## config.mk

```make
export PLATFORM = sky130hd
export DESIGN_NAME = bmp_window_resampler
export DESIGN_NICKNAME = d
export VERILOG_FILES = /design/src/rtl/bmp_pkg.sv /design/src/rtl/bmp_slot_delay.sv /design/src/rtl/bmp_window_resampler.sv
export SDC_FILE = /design/constraint.sdc
export NUM_CORES = 1
export LEC_CHECK = 0
export CORE_MARGIN = 8
export CORE_UTILIZATION = 50
export DETAILED_ROUTE_END_ITERATION = 10
export MAX_ROUTING_LAYER = met4
export PLACE_DENSITY = 0.79
export SLEW_MARGIN = 20
export SYNTH_ARGS = -nofsm -noshare
export SYNTH_HDL_FRONTEND = slang
export SYNTH_HIERARCHICAL = 1
export SYNTH_SLANG_ARGS = --single-unit
```

## constraint.sdc

```tcl
create_clock -name clk -period 14.7 [get_ports clk]
set_input_delay 1.47 -clock clk [delete_from_list [all_inputs] [get_ports clk]]
set_output_delay 1.47 -clock clk [all_outputs]
set_load 0.02 [all_outputs]
```

## src/rtl/bmp_pkg.sv

```systemverilog
// Shared types for the BMP window resampler.
// State encoding, slot bundle and row padding helper.
package bmp_pkg;

  typedef enum logic [2:0] {
    IDLE,
    CHECK,
    RUN,
    DRAIN,
    DONE
  } state_t;

  localparam int unsigned BMP_ROW_ALIGN = 4;

  typedef struct packed {
    logic        valid;
    logic        is_pad;
    logic [31:0] addr;
  } slot_t;

  function automatic logic [31:0] pad_row(input logic [31:0] bytes);
    return (bytes + 32'(BMP_ROW_ALIGN - 1))
           & ~32'(BMP_ROW_ALIGN - 1);
  endfunction

endpackage

```

## src/rtl/bmp_slot_delay.sv

```systemverilog
// Slot delay line matching the source RAM read latency.
// Keeps each write aligned with the data it carries.
module bmp_slot_delay
  import bmp_pkg::*;
#(
  parameter int RD_LAT = 1
) (
  input  logic  clk,
  input  logic  rst_n,
  input  slot_t din,
  output slot_t dout
);

  slot_t pipe [RD_LAT];

  // shift slots one stage per cycle; reset discards in-flight slots
  always_ff @(posedge clk or negedge rst_n) begin
    if (!rst_n) begin
      for (int i = 0; i < RD_LAT; i++) pipe[i] <= '0;
    end else begin
      pipe[0] <= din;
      for (int i = 1; i < RD_LAT; i++) pipe[i] <= pipe[i-1];
    end
  end

  assign dout = pipe[RD_LAT-1];

endmodule

```

## src/rtl/bmp_window_resampler.sv

```systemverilog
// Copies a decimated, optionally flipped window of a BMP pixel
// array into a padded output pixel array, one byte per cycle.
module bmp_window_resampler
  import bmp_pkg::*;
#(
  parameter int IMG_W     = 100,
  parameter int IMG_H     = 100,
  parameter int BPP       = 3,
  parameter int RD_LAT    = 1,
  parameter int HDR_BYTES = 54,
  parameter int DATA_W    = 16
) (
  input  logic              clk,
  input  logic              rst_n,
  input  logic              start,
  input  logic [10:0]       x_min,
  input  logic [10:0]       x_max,
  input  logic [10:0]       y_min,
  input  logic [10:0]       y_max,
  input  logic [1:0]        step_log2,
  input  logic              flip_v,
  output logic [31:0]       rd_addr,
  input  logic [DATA_W-1:0] rd_data,
  output logic [31:0]       wr_addr,
  output logic [DATA_W-1:0] wr_data,
  output logic              wren,
  output logic              busy,
  output logic              done,
  output logic              err,
  output logic [31:0]       out_bytes
);

  localparam logic [31:0] ROW_SRC = 32'(IMG_W * BPP);
  localparam logic [31:0] BPP32   = 32'(BPP);
  localparam logic [1:0]  C_LAST  = 2'(BPP - 1);
  localparam logic [2:0]  D_LAST  = 3'(RD_LAT - 1);

  state_t      state, state_nx;
  logic [10:0] xmn, xmx, ymn, ymx;
  logic [1:0]  sl;
  logic        flip;
  logic [10:0] r, k;
  logic [1:0]  c, p;
  logic        in_pad;
  logic [31:0] row_src, wr_ptr;
  logic [2:0]  dcnt;
  slot_t       slot_in, slot_out;

  logic        accept, bad;
  logic [10:0] ow_m1, oh_m1;
  logic [31:0] row_bytes, prow, y_first, src_first;
  logic [31:0] row_step, col_step, next_row;
  logic [1:0]  pad_n;
  logic [63:0] ob_full;
  logic        byte_last, col_last, pad_last;
  logic        row_end, img_last;

  assign accept = start && (state == IDLE || state == DONE);

  assign bad = (xmx < xmn) || (ymx < ymn)
            || (32'(xmx) >= 32'(IMG_W))
            || (32'(ymx) >= 32'(IMG_H))
            || (sl == 2'd3);

  assign ow_m1     = (xmx - xmn) >> sl;
  assign oh_m1     = (ymx - ymn) >> sl;
  assign row_bytes = (32'(ow_m1) + 32'd1) * BPP32;
  assign prow      = pad_row(row_bytes);
  assign pad_n     = 2'(prow - row_bytes);
  assign ob_full   = 64'(prow) * 64'(32'(oh_m1) + 32'd1);
  assign y_first   = flip ? 32'(ymn) + (32'(oh_m1) << sl)
                          : 32'(ymn);
  assign src_first = (32'(IMG_H - 1) - y_first) * ROW_SRC
                   + 32'(xmn) * BPP32;
  assign row_step  = ROW_SRC << sl;
  assign col_step  = (BPP32 << sl) - 32'(BPP - 1);
  assign next_row  = flip ? row_src + row_step
                          : row_src - row_step;

  assign byte_last = (c == C_LAST);
  assign col_last  = (k == ow_m1);
  assign pad_last  = (p == pad_n - 2'd1);
  assign row_end   = in_pad ? pad_last
                   : (byte_last && col_last && pad_n == 2'd0);
  assign img_last  = row_end && (r == oh_m1);

  // state register
  always_ff @(posedge clk or negedge rst_n) begin
    if (!rst_n) state <= IDLE;
    else        state <= state_nx;
  end

  // next-state logic
  always_comb begin
    state_nx = state;
    unique case (state)
      IDLE:  if (accept) state_nx = CHECK;
      CHECK: state_nx = bad ? DONE : RUN;
      RUN:   if (img_last) state_nx = DRAIN;
      DRAIN: if (dcnt == D_LAST) state_nx = DONE;
      DONE:  if (accept) state_nx = CHECK;
      default: state_nx = IDLE;
    endcase
  end

  // status outputs decoded from state
  always_comb begin
    busy = 1'b0;
    done = 1'b0;
    unique case (1'b1)
      state == CHECK,
      state == RUN,
      state == DRAIN: busy = 1'b1;
      state == DONE:  done = 1'b1;
      default: ;
    endcase
  end

  // window latch, address generator and run counters
  always_ff @(posedge clk or negedge rst_n) begin
    if (!rst_n) begin
      xmn       <= '0;
      xmx       <= '0;
      ymn       <= '0;
      ymx       <= '0;
      sl        <= '0;
      flip      <= 1'b0;
      r         <= '0;
      k         <= '0;
      c         <= '0;
      p         <= '0;
      in_pad    <= 1'b0;
      row_src   <= '0;
      rd_addr   <= '0;
      wr_ptr    <= '0;
      dcnt      <= '0;
      err       <= 1'b0;
      out_bytes <= '0;
    end else begin
      if (accept) begin
        xmn  <= x_min;
        xmx  <= x_max;
        ymn  <= y_min;
        ymx  <= y_max;
        sl   <= step_log2;
        flip <= flip_v;
        err  <= 1'b0;
      end
      case (state)
        CHECK: begin
          err       <= bad;
          out_bytes <= bad ? '0
                     : (|ob_full[63:32] ? '1 : ob_full[31:0]);
          r         <= '0;
          k         <= '0;
          c         <= '0;
          p         <= '0;
          in_pad    <= 1'b0;
          row_src   <= src_first;
          rd_addr   <= src_first;
          wr_ptr    <= 32'(HDR_BYTES);
          dcnt      <= '0;
        end
        RUN: begin
          wr_ptr <= wr_ptr + 32'd1;
          if (row_end) begin
            if (!img_last) begin
              r       <= r + 11'd1;
              k       <= '0;
              c       <= '0;
              p       <= '0;
              in_pad  <= 1'b0;
              row_src <= next_row;
              rd_addr <= next_row;
            end
          end else if (in_pad) begin
            p <= p + 2'd1;
          end else if (!byte_last) begin
            c       <= c + 2'd1;
            rd_addr <= rd_addr + 32'd1;
          end else if (!col_last) begin
            c       <= '0;
            k       <= k + 11'd1;
            rd_addr <= rd_addr + col_step;
          end else begin
            c      <= '0;
            p      <= '0;
            in_pad <= 1'b1;
          end
        end
        DRAIN: dcnt <= dcnt + 3'd1;
        default: ;
      endcase
    end
  end

  assign slot_in = '{valid:  (state == RUN),
                     is_pad: in_pad,
                     addr:   wr_ptr};

  bmp_slot_delay #(
    .RD_LAT (RD_LAT)
  ) u_delay (
    .clk  (clk),
    .rst_n(rst_n),
    .din  (slot_in),
    .dout (slot_out)
  );

  assign wren    = slot_out.valid;
  assign wr_addr = slot_out.addr;
  assign wr_data = (slot_out.valid && !slot_out.is_pad)
                 ? rd_data : '0;

endmodule

```

==> impl_metrics.toml, run 1 <==
[sta]
fin_ws_ns = 3.18
max_freq_mhz = 86.8
tns_ns = 0
worst_slew_pin_slew_ns = 1.20
period_minus_slack_ns = 11.52
fin_skew_ns = 0.0398
slew_headroom_pct = 19.8
maxSlewViolCount = 0
finalSetupViolCount = 0
finalHoldViolCount = 0
min_period_over_period_pct = 78.4
rsz0062_at_grt = "no"

[setup_path]
end_kind = "register"
worstSetupStartpointType = "register"
cp_top_family = "adder cells"
critPathKind = "reg -> reg"
critical_path_required_ns = 15.18
cpPeakStageDelay_ns = 0.68
cp.arrival_ns = 11.99
cp_common_cell = "fa_1"
critPathSlowestCell = "a2111oi_0"
cp_max_fo = 7
cp.buffers_inverters = 3

[layout]
final_cells = 4147
drive_gt1_share_pct = 5.03
nets = 3927
area_delta_synth_final_pct = 11.9
fill_cells = 4866
regArea_um2 = 5910
multi_input_area_um2 = 20100

[routing]
drc = 0
avgViaCountPerCell = 5.72
first_iter_violations = 2244
ant_nets = 0
detail_route.wl_per_cell_um = 17.2
first_pass_iters = 6
routed_wl_mm = 71.2
vias = 23700

[global_route]
grt_max_degree = 118
grt_pass1_vias = 22900
gr-total-overflow = 0
antenna_found_initial = 0
grtUsageTotal_pct = 22.6
grt_pass1_wl_mm = 118

[clock_network]
cts-htree-levels = 1
cts_resized = 0
post_cts_buffers = 0
clock_latency_ns = 0.59
cts_buffer_depth = 3
cts-root-buf = "clkbuf_16"
holdBufCountCts = 0
clock-sinks = 236
cts_tree = "yes"
clk_pin_slew_worst_paths_ns = 0.07
numCtsBuffers = 28

[synth]
ys.flop_type = "dfrtp_1"
ys_types = 102
ys_ff_latch = 236
seq_area_frac_synth_pct = 21.1
netlist_instances = 3266
async_reset_ff_share_pct = 100
synth_top_cell_by_area = "dfrtp_1"
synth_top_area_share_pct = 21.1
synth_warnings = 6
synth.area.top_cells = "dfrtp_1 21%, ha_1 14%, fa_1 12%"
syn-cell-area_um2 = 27900
syn_area_per_cell_um2 = 8.55
synth_common_cells = "398 x nand2_1, 363 x inv_1, 311 x ha_1"
yosysMostFrequentCell = "nand2_1"
synth_edf_count = 0

[floorplanning]
dieArea_um2 = 63700
chipWidth_um = 252
start_util_pct = 50.6
rows = 86
io_pins = 182
core-area_um2 = 55200
die_h_um = 252

[outcome]
status = "finished, final reports clean"

[place]
port_buffers = 174
pre_cts_ws_ns = 3.36
dp_hpwl_mm = 55.7
place.gp.congestion = 0.959
placedCellCount = 4095

[hold_path]
hold_class = "reg -> reg"

[job]
drv_cap = 0
## layout make-up
cell class | count | share of cell area, %
Timing Repair Buffer | 206 | 6.35
Multi-Input combinational cell | 2539 | 64.4
Tap cell | 748 | 2.99
Clock buffer | 34 | 2.44
Inverter | 366 | 4.39
Clock inverter | 17 | 0.544
Antenna cell | 1 | 0.00800
Sequential cell | 236 | 18.9
## metal layers
layer	global-route usage (%)	wire, µm	vias to the layer above
met3	2.93	5470	92
met1	32.6	33700	11300
met4	5.01	1300	0
li1	-	-	11400
met2	33.8	30800	833
met5	-	0	-
## cell families (layout without fill, tap and decap cells)
family                   count (synthesis)  count (layout)  synth area share (%)
XOR/XNOR                               243             243                  7.75
other                                    1               8                0.0134
buffers and inverters                  497             623                  6.99
flip-flops                             236             236                  21.1
adder cells (fa/ha/maj)                484             484                  26.3
AO/OA/AOI/OAI                          736             736                  17.6
multiplexers                            77              77                  3.18
AND/OR/NAND/NOR                        992             992                  17.0
## cells in the final DEF, fill, tap and decap left out, types with 20 or more instances in the layout
master and count:
nand2b_1 38, nand3_1 102, clkdlybuf4s50_1 173, and2_1 45, a21oi_1 167, o21ai_0 178
nor3_1 54, a22o_1 30, mux2i_1 47, nor2b_1 43, nor2_1 149, and3_1 37
buf_4 32, fa_1 173, or2_2 20, a21o_1 72, nand2_1 397, o21a_1 33
o21bai_1 23, xnor2_1 156, o211ai_1 23, nand4_1 23, inv_1 363, a211oi_1 29
ha_1 311, a31oi_1 27, dfrtp_1 236, clkbuf_16 28, xor2_1 83
## worst paths after layout
check,start,to,slack [ns],depth (start not counted)
min in group asynchronous,rst_n,wr_ptr[29],0.95,1
worst max-delay path,xmn[0],out_bytes[25],3.18,40
worst max register to register,xmn[0],out_bytes[25],3.18,40
worst min register to register,wr_ptr[31],u_delay/dout[31],0.41,0
worst min-delay path,wr_ptr[31],u_delay/dout[31],0.41,0
max in group asynchronous,rst_n,xmn[9],12.30,2
## worst reg2reg max path, delay by kind of cell (launching register included)
kind / cells / cell delay [ns]
AOI/OAI and AO/OA: 16 / 4.10
and+or+nand+nor: 7 / 1.72
DFF: 1 / 0.43
adders and majority gates: 10 / 4.19
buffers and inverters: 3 / 0.14
xor gates and xnor gates: 4 / 0.88
## state kept, by name, indices dropped and copies added (netlist names)
register	flops
c	2
dcnt	3
err	1
flip	1
in_pad	1
k	11
out_bytes	25
p	2
r	11
rd_addr	32
row_src	32
sl	2
state	3
u_delay/dout	34
wr_ptr	32
xmn	11
xmx	11
ymn	11
ymx	11
## stage by stage
| step | hold slack [ns] | cell area (µm²) | util (%) |
|---|---|---|---|
| final | 0.412 | 31300 | 56.6 |
| after global routing | 0.424 | 31300 | 56.6 |
| after CTS | 0.414 | 31300 | 56.6 |
| after detailed placement | 0.396 | 30300 | 54.9 |
| after global placement | 0.385 | 30300 | 54.9 |
| after floorplan | 0.373 | 28000 | - |
Power of run 1 is not shown: default switching activity piles up to over one toggle a cycle in this logic, so the estimate is an artifact.
==> run 2, diff against run 1 <==
==> constraint.sdc (replaced) <==
create_clock -name clk -period 11.2 [get_ports clk]
set_input_delay 1.12 -clock clk [delete_from_list [all_inputs] [get_ports clk]]
set_output_delay 1.12 -clock clk [all_outputs]
set_load 0.02 [all_outputs]
==> run 2 against run 1 <==
  * Maximum frequency increased by 8.1%
  * Flip-flop and latch count unchanged
  * Hold slack got worse by 0.0066 ns
  * Via count decreased by 0.35%
  * Highest routed layer unchanged
  * Register-to-register slack got worse by 2.6 ns
  * Design area increased by 0.77%
==> impl_metrics.toml, run 2 (synthesized netlist as in run 1, its figures left out) <==
[clock_network]
clock_latency_ns = 0.60
clk_pin_slew_worst_paths_ns = 0.07
cts-root-buf = "clkbuf_16"
post_cts_buffers = 0
clock-sinks = 236
cts_tree = "yes"
cts_buffer_depth = 3
cts-htree-levels = 1
numCtsBuffers = 29
holdBufCountCts = 0

[sta]
finalSetupViolCount = 0
min_period_over_period_pct = 95.2
finalHoldViolCount = 0
max_freq_mhz = 93.8
worst_slew_pin_slew_ns = 1.08
fin_skew_ns = 0.0519
slew_headroom_pct = 27.8
maxSlewViolCount = 0
period_minus_slack_ns = 10.66

[layout]
fill_cells = 4899
final_cell_mix = "397 x nand2_1, 363 x inv_1, 310 x ha_1, 236 x dfrtp_1, 178 x o21ai_0"
multi_input_area_um2 = 20200
fin_util_pct = 57.1
drive_gt1_share_pct = 5.69
area_delta_synth_final_pct = 12.8
mostFrequentLayoutCell = "nand2_1"
regArea_um2 = 5910
nets = 3937
n_antenna_cell = 0
largest_reg_flops = 34

[setup_path]
worstSetupStartpointType = "register"
critical_path_required_ns = 11.68
cp_max_fo = 7
critPathKind = "reg -> reg"
cpPeakStageDelay_ns = 0.56
end_kind = "register"
critPathSlowestCell = "fa_1"
cp.arrival_ns = 11.14
cp_common_cell = "fa_1"

[floorplanning]
chipWidth_um = 252
io_pins = 182
rows = 86
die_h_um = 252
dieArea_um2 = 63700
core-area_um2 = 55200
start_util_pct = 50.6

[routing]
drc = 0
vias = 23600
routed_wl_mm = 71.3
avgViaCountPerCell = 5.68
ant_nets = 0
first_pass_iters = 5
first_iter_violations = 1912
detail_route.wl_per_cell_um = 17.1

[place]
dp_hpwl_mm = 55.8
port_buffers = 174
place.gp.congestion = 0.934

[global_route]
antenna_found_initial = 0
grtUsageTotal_pct = 22.5
grt_max_degree = 143
grt_pass1_wl_mm = 117
grt_pass1_vias = 22700
gr-total-overflow = 0

[hold_path]
hold_class = "reg -> reg"

[job]
drv_cap = 0

[outcome]
status = "finished, final reports clean"
run 2: worst max-delay path, delay by kind of cell, from the launching register on:
| family | cells | cell delay, ns |
|---|---|---|
| AO/OA/AOI/OAI | 14 | 3.00 |
| adder cells (fa/ha/maj) | 10 | 4.31 |
| flip-flops | 1 | 0.33 |
| AND/OR/NAND/NOR | 8 | 1.88 |
| buffers and inverters | 6 | 0.47 |
| XOR/XNOR | 3 | 0.55 |
run 2: final cells by class:
| class | count | share of cell area (%) |
|---|---|---|
| Clock inverter | 20 | 0.751 |
| Timing Repair Buffer | 215 | 6.56 |
| Clock buffer | 34 | 2.46 |
| Inverter | 366 | 4.36 |
| Tap cell | 748 | 2.97 |
| Multi-Input combinational cell | 2539 | 64.2 |
| Sequential cell | 236 | 18.7 |
run 2: metal layers:
layer  vias to the layer above  wire [µm]  share of wire, %  track usage (%)
li1                      11500          -                 -                -
met1                     11300      33400                47             31.7
met2                       768      31300                44             34.4
met3                        99       5310               7.4             3.17
met4                         0       1290               1.8             4.84
met5                         -          0                 0                -
run 2: repair_timing:
action,4_1_cts,5_1_grt
setup endpoints to repair,1,4
pin swaps,0,2
gates resized for setup,1,14
gates cloned,0,0
run 2: per-stage QoR:
step / worst slack, ns / cell area, µm² / setup TNS, ns / instances / hold slack, ns
3_5_place_dp: -0.0434 / 30400 / -0.0434 / 4104 / 0.396
4_1_cts: 0.0381 / 31400 / 0 / 4158 / 0.410
5_1_grt: -0.0280 / 31500 / -0.0280 / 4158 / 0.426
6_report: 0.543 / 31500 / 0 / 4158 / 0.405
3_3_place_gp: 0.298 / 30400 / 0 / 4104 / 0.389
2_1_floorplan: 0.835 / 28000 / 0 / 3272 / 0.373
run 2: path summary, 6_finish.rpt:
check / startpoint / end / slack (ns) / cells past startpoint
setup / recovery: xmx[0] / out_bytes[25] / 0.54 / 41
hold / removal: wr_ptr[31] / u_delay/dout[31] / 0.41 / 0
setup reg to reg: xmx[0] / out_bytes[25] / 0.54 / 41
hold reg to reg: wr_ptr[31] / u_delay/dout[31] / 0.41 / 0
max in group asynchronous: rst_n / ymx[10] / 9.35 / 2
min in group asynchronous: rst_n / u_delay/dout[31] / 0.51 / 1
Power of run 2 is left out for the same reason.
==> run 3, diff against run 2 <==
--- a/config.mk
+++ b/config.mk
@@ -5,11 +5,13 @@
 export SDC_FILE = /design/constraint.sdc
 export NUM_CORES = 1
 export LEC_CHECK = 0
+export CELL_PAD_IN_SITES_DETAIL_PLACEMENT = 1
+export CELL_PAD_IN_SITES_GLOBAL_PLACEMENT = 2
 export CORE_MARGIN = 8
-export CORE_UTILIZATION = 50
+export CORE_UTILIZATION = 38
 export DETAILED_ROUTE_END_ITERATION = 10
 export MAX_ROUTING_LAYER = met4
-export PLACE_DENSITY = 0.79
+export PLACE_DENSITY = 0.92
 export SLEW_MARGIN = 20
 export SYNTH_ARGS = -nofsm -noshare
 export SYNTH_HDL_FRONTEND = slang
==> run 3 against run 2 <==
  * Flip-flop and latch count is the same
  * Worst setup slack gained 0.045 ns
  * First-iteration DRC count decreased by 33%
  * Count of clock-buffer cells in the layout grew 4
  * Maximum frequency increased by 0.43%
  * Highest routed layer unchanged
  * Clock skew shrank 0.010 ns
  * Global-route usage shrank 2.2 points
==> impl_metrics.toml, run 3 (synthesized netlist as in run 1, its figures left out) <==
[hold_path]
hold_start = "wr_ptr[6]"
hold_class = "reg -> reg"
hold_end = "u_delay/dout[6]"
hold_depth = 0

[place]
port_buffers = 174
dpl_cell_area_um2 = 30700
place.gp.congestion = 0.886
dp_hpwl_mm = 65.4

[layout]
mostFrequentLayoutCell = "nand2_1"
fin_util_pct = 43.9
largest_reg_flops = 34
area_delta_synth_final_pct = 14.4
nets = 3946
drive_gt1_share_pct = 6.06
n_antenna_cell = 0
final_cell_mix = "397 x nand2_1, 363 x inv_1, 311 x ha_1, 236 x dfrtp_1, 178 x o21ai_0"
design_area_um2 = 32000

[clock_network]
numCtsBuffers = 31
cts_tree = "yes"
cts-htree-levels = 1
holdBufCountCts = 0
cts-root-buf = "clkbuf_16"
clk_pin_slew_worst_paths_ns = 0.06
clock-sinks = 236
cts_buffer_depth = 3
clock_latency_ns = 0.63

[sta]
slew_headroom_pct = 24.0
min_period_over_period_pct = 94.7
fin_skew_ns = 0.0416
finalSetupViolCount = 0
finalHoldViolCount = 0
tns_ns = 0
maxSlewViolCount = 0
period_minus_slack_ns = 10.61
worst_slew_pin_slew_ns = 1.14
max_freq_mhz = 94.2

[global_route]
antenna_found_initial = 0
grtUsageTotal_pct = 20.3
grt_max_degree = 104
grt_pass1_wl_mm = 135
grt_pass1_vias = 25000
gr-total-overflow = 0

[setup_path]
r2r_cells = 40
cp.arrival_ns = 11.12
r2r-start = "xmn[5]"
cpPeakStageDelay_ns = 0.53
r2r_end = "out_bytes[25]"
cp_common_cell = "fa_1"
critical_path_required_ns = 11.71
worstSetupStartpointType = "register"
reg2reg_setup_slack_ns = 0.59
end_kind = "register"
critPathSlowestCell = "fa_1"
cp_max_fo = 10
critPathKind = "reg -> reg"

[routing]
avgViaCountPerCell = 5.46
vias = 23900
detail_route.wl_per_cell_um = 18.9
ant_nets = 0
first_iter_violations = 1278
routed_wl_mm = 82.8
drc = 0
first_pass_iters = 5

[floorplanning]
rows = 99
chipWidth_um = 287
start_util_pct = 38.4
core-area_um2 = 72800
die_h_um = 287
io_pins = 182
dieArea_um2 = 82400

[job]
drv_cap = 0

[outcome]
status = "finished, final reports clean"
## run 3: cell count changes in the layout (fill, tap and decap cells not counted), moves of 2 or more
cell and delta:
buf_4 +8, inv_6 -4, clkbuf_8 +3, a21oi_1 -2, a21oi_2 +2, bufinv_16 +2
clkbuf_16 +2, clkinv_2 -2, clkinvlp_4 -2
## run 3: worst max path at each step
| stage | start | end | slack (ns) | cells after the start |
|---|---|---|---|---|
| after floorplan | xmn[0] | out_bytes[25] | 0.84 | 41 |
| after global placement | xmx[0] | out_bytes[25] | 0.20 | 41 |
| after detailed placement | xmn[0] | out_bytes[25] | -0.07 | 40 |
| after CTS | xmn[5] | out_bytes[25] | 0.11 | 39 |
| after global routing | xmn[5] | out_bytes[25] | -0.02 | 40 |
| final | xmn[5] | out_bytes[25] | 0.59 | 40 |
## run 3: per-layer routing
metal	up-vias	GRT usage (%)	wire length, µm
met5	-	-	0
met4	0	4.36	1600
met3	106	2.59	3940
met2	443	31.6	36800
met1	11900	28.3	40500
li1	11500	-	-
## run 3: worst max-delay path, delay by kind of cell (launching register included)
kind                     cells  cell delay (ns)
buffers and inverters        5             0.49
adder cells (fa/ha/maj)      8             3.51
AO/OA/AOI/OAI               14             3.47
XOR/XNOR                     3             0.54
AND/OR/NAND/NOR             10             2.14
flip-flops                   1             0.37
## run 3: timing repair
item | in CTS | in global routing
endpoints found under the setup margin | 1 | 3
pin swaps | 0 | 2
buffers inserted | 0 | 3
resized for setup | 2 | 17
## run 3: through the flow
step / std cells / setup slack [ns] / hold WS, ns
floorplan: 3272 / 0.835 / 0.373
global route: 4377 / -0.0173 / 0.412
global placement: 4319 / 0.205 / 0.385
finish: 4377 / 0.588 / 0.397
detailed placement: 4319 / -0.0698 / 0.410
CTS: 4374 / 0.105 / 0.380
## run 3: cell type report
type	instances	area [µm²]
multi-input cells	2539	20200
fillers	8589	40900
well taps	959	1200
inverters	366	1370
flip-flops and latches	236	5910
clock inverters	17	277
clock buffers	38	862
repair buffers	222	2110
Power of run 3 is left out for the same reason.
